### src/rtl/pal_cfg_loader.sv
// PAL configuration sequencer: accepts bytes over valid/ready and shifts them
// LSB first into the PAL one-bit configuration chain, then holds a sticky done flag.
module pal_cfg_loader #(
    parameter int unsigned N        = 8,
    parameter int unsigned P        = 11,
    parameter int unsigned M        = 6,
    parameter int unsigned CFG_BITS = 2 * N * P + P * M,
    parameter int unsigned CNT_W    = $clog2(CFG_BITS + 1)
) (
    input  logic             clk,
    input  logic             res_n,
    input  logic             start,
    input  logic             abort,
    input  logic [7:0]       in_data,
    input  logic             in_valid,
    output logic             in_ready,
    output logic             cfg_out,
    output logic             cfg_shift,
    output logic             cfg_done,
    output logic [CNT_W-1:0] bits_left
);

    localparam logic [CNT_W-1:0] BITS_INIT = CNT_W'(CFG_BITS);

    typedef enum logic [1:0] {
        IDLE,
        LOAD,
        SHIFT,
        DONE
    } state_t;

    state_t           state;
    state_t           state_n;
    logic [7:0]       sreg;
    logic [7:0]       sreg_n;
    logic [3:0]       byte_cnt;
    logic [3:0]       byte_cnt_n;
    logic [CNT_W-1:0] bits_left_n;
    logic             done_n;

    // State and datapath registers
    always_ff @(posedge clk or negedge res_n) begin
        if (!res_n) begin
            state     <= IDLE;
            sreg      <= 8'h00;
            byte_cnt  <= 4'd0;
            bits_left <= BITS_INIT;
            cfg_done  <= 1'b0;
        end else begin
            state     <= state_n;
            sreg      <= sreg_n;
            byte_cnt  <= byte_cnt_n;
            bits_left <= bits_left_n;
            cfg_done  <= done_n;
        end
    end

    // Next-state and output decode; abort overrides everything, including a handshake
    always_comb begin
        state_n     = state;
        sreg_n      = sreg;
        byte_cnt_n  = byte_cnt;
        bits_left_n = bits_left;
        done_n      = cfg_done;
        in_ready    = 1'b0;
        cfg_shift   = 1'b0;
        cfg_out     = 1'b0;

        if (abort) begin
            state_n     = IDLE;
            sreg_n      = 8'h00;
            byte_cnt_n  = 4'd0;
            bits_left_n = BITS_INIT;
            done_n      = 1'b0;
        end else begin
            case (state)
                IDLE, DONE: begin
                    if (start) begin
                        state_n     = LOAD;
                        bits_left_n = BITS_INIT;
                        done_n      = 1'b0;
                    end
                end
                LOAD: begin
                    if (in_valid) begin
                        state_n = SHIFT;
                        sreg_n  = in_data;
                        // Final byte may be partial; only its low bits are shifted
                        byte_cnt_n = (32'(bits_left) >= 32'd8) ? 4'd8 : 4'(bits_left);
                    end
                end
                SHIFT: begin
                    sreg_n      = {1'b0, sreg[7:1]};
                    bits_left_n = bits_left - CNT_W'(1);
                    byte_cnt_n  = byte_cnt - 4'd1;
                    if (bits_left == CNT_W'(1)) begin
                        state_n = DONE;
                        done_n  = 1'b1;
                    end else if (byte_cnt == 4'd1) begin
                        state_n = LOAD;
                    end
                end
                default: state_n = IDLE;
            endcase
        end

        in_ready  = (state == LOAD);
        cfg_shift = (state == SHIFT);
        cfg_out   = (state == SHIFT) & sreg[0];
    end

endmodule

### config.mk
export PLATFORM = sky130hd
export DESIGN_NAME = pal_cfg_loader
export DESIGN_NICKNAME = d
export VERILOG_FILES = /design/src/rtl/pal_cfg_loader.sv
export SDC_FILE = /design/constraint.sdc
export NUM_CORES = 1
export LEC_CHECK = 0
export ABC_AREA = 1
export CAP_MARGIN = 30
export CORE_ASPECT_RATIO = 1.1
export CORE_MARGIN = 1
export CORE_UTILIZATION = 37
export DETAILED_ROUTE_END_ITERATION = 16
export SLEW_MARGIN = 30
export SYNTH_ARGS = -nofsm -noshare
export SYNTH_HDL_FRONTEND = slang
export SYNTH_SLANG_ARGS = --single-unit
### constraint.sdc
create_clock -name clk -period 1.3 [get_ports clk]
set_input_delay 0.26 -clock clk [delete_from_list [all_inputs] [get_ports clk]]
set_output_delay 0.26 -clock clk [all_outputs]
set_load 0.01 [all_outputs]
==> run_results.csv, run 1 <==
group,metric,value,unit
status,status,"complete, but fails checks",
status,violations,"setup timing",
pwr,power_frac_comb,59.7,%
pwr,pwr-share-clk,9.7,%
routing,drc,0,
placement,io_buffers,24,
setup_path,crit_arrival,1.78,ns
pwr,p_sw_share,41.8,%
setup_path,worstSetupStartpointType,"flip-flop",
pwr,p_seq_share,30.6,%
die,num_io_pins,25,
pwr,p_switching,1500,uW
grt,grt_max_degree,24,
die,die_w,59.3,um
finish,seq_area,582,um2
setup_path,critPathSlowestCell,"dfrtp_1",
setup_path,endpoint_kind,"flip-flop",
logic_synthesis,synth.area.top_cells,"dfrtp_1 34%, nand2_1 12%, dfstp_2 9.8%",
logic_synthesis,synthesis.nets,196,
logic_synthesis,ys_types,24,
sta,setup_slack,-0.256,ns
cts,worstSkewPairLatency,0.32,ns
pwr,p_per_area,1740,nW/um2
setup_path,path_class,"flip-flop to flip-flop",
sta,rsz0062_at_grt,"yes",
routing,drt_iter0_drc,45,
logic_synthesis,ys_seq_area_share,43.5,%
grt,antenna_found_initial,0,
placement,dp_hpwl,2.29,mm
setup_path,worstPathMaxFanout,5,
pwr,p_leak,0.00100,uW
finish,drive_gt1_share,36.6,%
sta,skew,0.0105,ns
finish,area_growth,54.0,%
sta,max-slew-margin-rel,73.9,%
die,rows,22,
cts,path_clk_slew,0.14,ns
setup_path,slowest_delay,0.40,ns
setup_path,r2r-start,"state[0]$_DFFE_PN0P_",
sta,hold_viol,0,
setup_path,worstPathRequired,1.52,ns
finish,final_util,60.8,%
logic_synthesis,syn_avg_cell_area,7.60,um2
pwr,p_int,2090,uW
die,die-area,3860,um2
die,start_util,39.5,%
logic_synthesis,synth.top_cell.area_share,33.7,%
finish,layout_commonest_cell,"nand2_1",
sta,timing.hold.ws,0.265,ns
logic_synthesis,netlist_area,1340,um2
logic_synthesis,syn-instance-count,176,
finish,nets,259,
routing,firstDrtPassIters,4,
sta,worst_pin_slew,0.390,ns
routing,wl_per_cell,11.9,um
logic_synthesis,ys_warn_count,0,
die,core,3390,um2
pwr,ir_drop,0.914,mV
setup_path,startpoint,"state[0]$_DFFE_PN0P_",
cts,htreeDepth,1,
placement,place_congestion,0.870,
finish,layout_common_cells,"40 x nand2_1, 30 x buf_4, 19 x nor2_1",
finish,multi_input_area,743,um2
cts,hold_buffers,0,
cts,numCtsBuffers,3,
routing,vias,1371,
run,max_cap_violations,0,
min_path,hp-class,"primary input to asynchronous set/reset pin",
placement,place_ws,-0.465,ns
routing,avgViaCountPerCell,4.79,
setup_path,crit_chain,"buf_6 > inv_4 > ha_4 > buf_4 > inv_6 > nor2_4 > buf_4 > nor2_4 > inv_2 > o21ai_2 > nor2_1",
grt,grt_pass1_wl,5.86,mm
cts,root_buffer,"clkbuf_4",
grt,grt-ovfl-total,0,
grt,grt_pass1_vias,1366,
sta,max_freq,643,MHz
routing,ant_nets,0,
logic_synthesis,synth_top_area_cell,"dfrtp_1",
finish,fillers,311,
die,dieHeight,65.1,um
finish,diodes,0,
cts,cts_tree,"built",
grt,grt_util_all_layers,20.2,%
cts,clock-sinks,23,
logic_synthesis,synth_seq_cells,23,
sta,period_minus_slack,1.56,ns
sta,maxSlewViolCount,0,
routing,wirelength,3.41,mm
sta,min_period_over_period,120,%
cts,clock_path_buffers,2,
sta,setup_viol,26,
-- area by class of cell --
type	count	share of cell area [%]
multi-input cells	124	36.1
flip-flops and latches	23	28.3
repair buffers	61	25.7
inverters	25	5.29
well taps	48	2.92
clock buffers	3	1.09
clock inverters	1	0.365
repair inverters	1	0.304
-- routing by layer --
metal,vias to the layer above,wire length [um],GRT usage [%]
met5,-,0,0
met4,0,102,11.9
met3,9,137,2.40
met2,37,1680,32.0
met1,641,1490,25.9
li1,684,-,-
-- synth_stat cells --
library cell   n
a21oi_1        5
a22oi_1        3
a31oi_1        6
buf_2          1
buf_4          2
buf_6          1
dfrtp_1       18
dfstp_2        5
ha_1           7
inv_1         23
inv_2          1
inv_4          1
nand2_1       44
nand2_2        1
nand2_4        1
nand3_1       16
nand4_1        1
nor2_1        23
nor2_2         4
nor2_4         1
nor3_1         1
o21ai_0        7
o21ai_1        3
xor2_1         1
-- state kept, by name (all words and copies together), names as in the netlist --
signal,count
bits_left,8
sreg,8
byte_cnt,4
state,2
cfg_done,1
-- power groups by stage --
stage                     logic (uW)  registers [uW]  clock network, uW
after floorplan                 1070            1140                  0
after global placement          1700            1120                  0
after detailed placement        1740            1130                  0
after CTS                       2020            1100                362
after global routing            2370            1130                390
final                           2140            1100                347
-- final timing paths --
path	endpoint	slack, ns	cells past startpoint
worst max-delay path	bits_left[3]$_DFFE_PN0P_	-0.26	11
worst min-delay path	byte_cnt[2]$_DFFE_PN0P_	0.27	2
worst max register to register	bits_left[3]$_DFFE_PN0P_	-0.26	11
worst min register to register	bits_left[7]$_DFFE_PN1P_	0.49	2
max in group asynchronous	bits_left[7]$_DFFE_PN1P_	0.80	2
min in group clk	bits_left[7]$_DFFE_PN1P_	0.49	2
-- critical path, delay by kind of cell (launching register included) --
family | cells | cell delay (ns)
compound gates | 1 | 0.06
fa+ha+maj | 1 | 0.16
buf+inv | 6 | 0.58
flops | 1 | 0.40
simple gates | 3 | 0.24
-- metrics by stage --
| stage | cell area (um2) | TNS (ns) | cells | total power, uW |
|---|---|---|---|---|
| after floorplan | 1390 | -0.0949 | 176 | 2210 |
| after global placement | 1830 | -8.05 | 265 | 2820 |
| after detailed placement | 1830 | -8.90 | 265 | 2880 |
| after CTS | 1980 | -4.54 | 283 | 3480 |
| after global routing | 2060 | -6.68 | 286 | 3890 |
| final | 2060 | -4.72 | 286 | 3590 |
-- cell families (layout without fill, tap and decap cells) --
group | after synthesis | in the layout | share of synthesized area [%]
adder cells (fa/ha/maj) | 7 | 7 | 6.55
AO/OA/AOI/OAI | 24 | 24 | 10.1
AND/OR/NAND/NOR | 92 | 92 | 29.7
XOR/XNOR | 1 | 1 | 0.655
flip-flops | 23 | 23 | 43.5
buffers and inverters | 29 | 91 | 9.54
-- repair_timing --
| action | in CTS | in global routing |
|---|---|---|
| setup buffers | 12 | 3 |
| endpoints found under the setup margin | 35 | 28 |
| cloned | 2 | 0 |
| pin swaps | 12 | 16 |
| resized for setup | 60 | 16 |
(Power assumes the default switching activity.)
==> run 2: changes to the inputs <==
--- a/config.mk
+++ b/config.mk
@@ -11,7 +11,8 @@
 export CORE_MARGIN = 1
 export CORE_UTILIZATION = 37
 export DETAILED_ROUTE_END_ITERATION = 16
-export SLEW_MARGIN = 30
+export HOLD_SLACK_MARGIN = 0.02
+export SLEW_MARGIN = 20
 export SYNTH_ARGS = -nofsm -noshare
 export SYNTH_HDL_FRONTEND = slang
 export SYNTH_SLANG_ARGS = --single-unit
==> results of run 2 <==
Same layout as run 1: the final DEF is identical, and so are final timing and power.
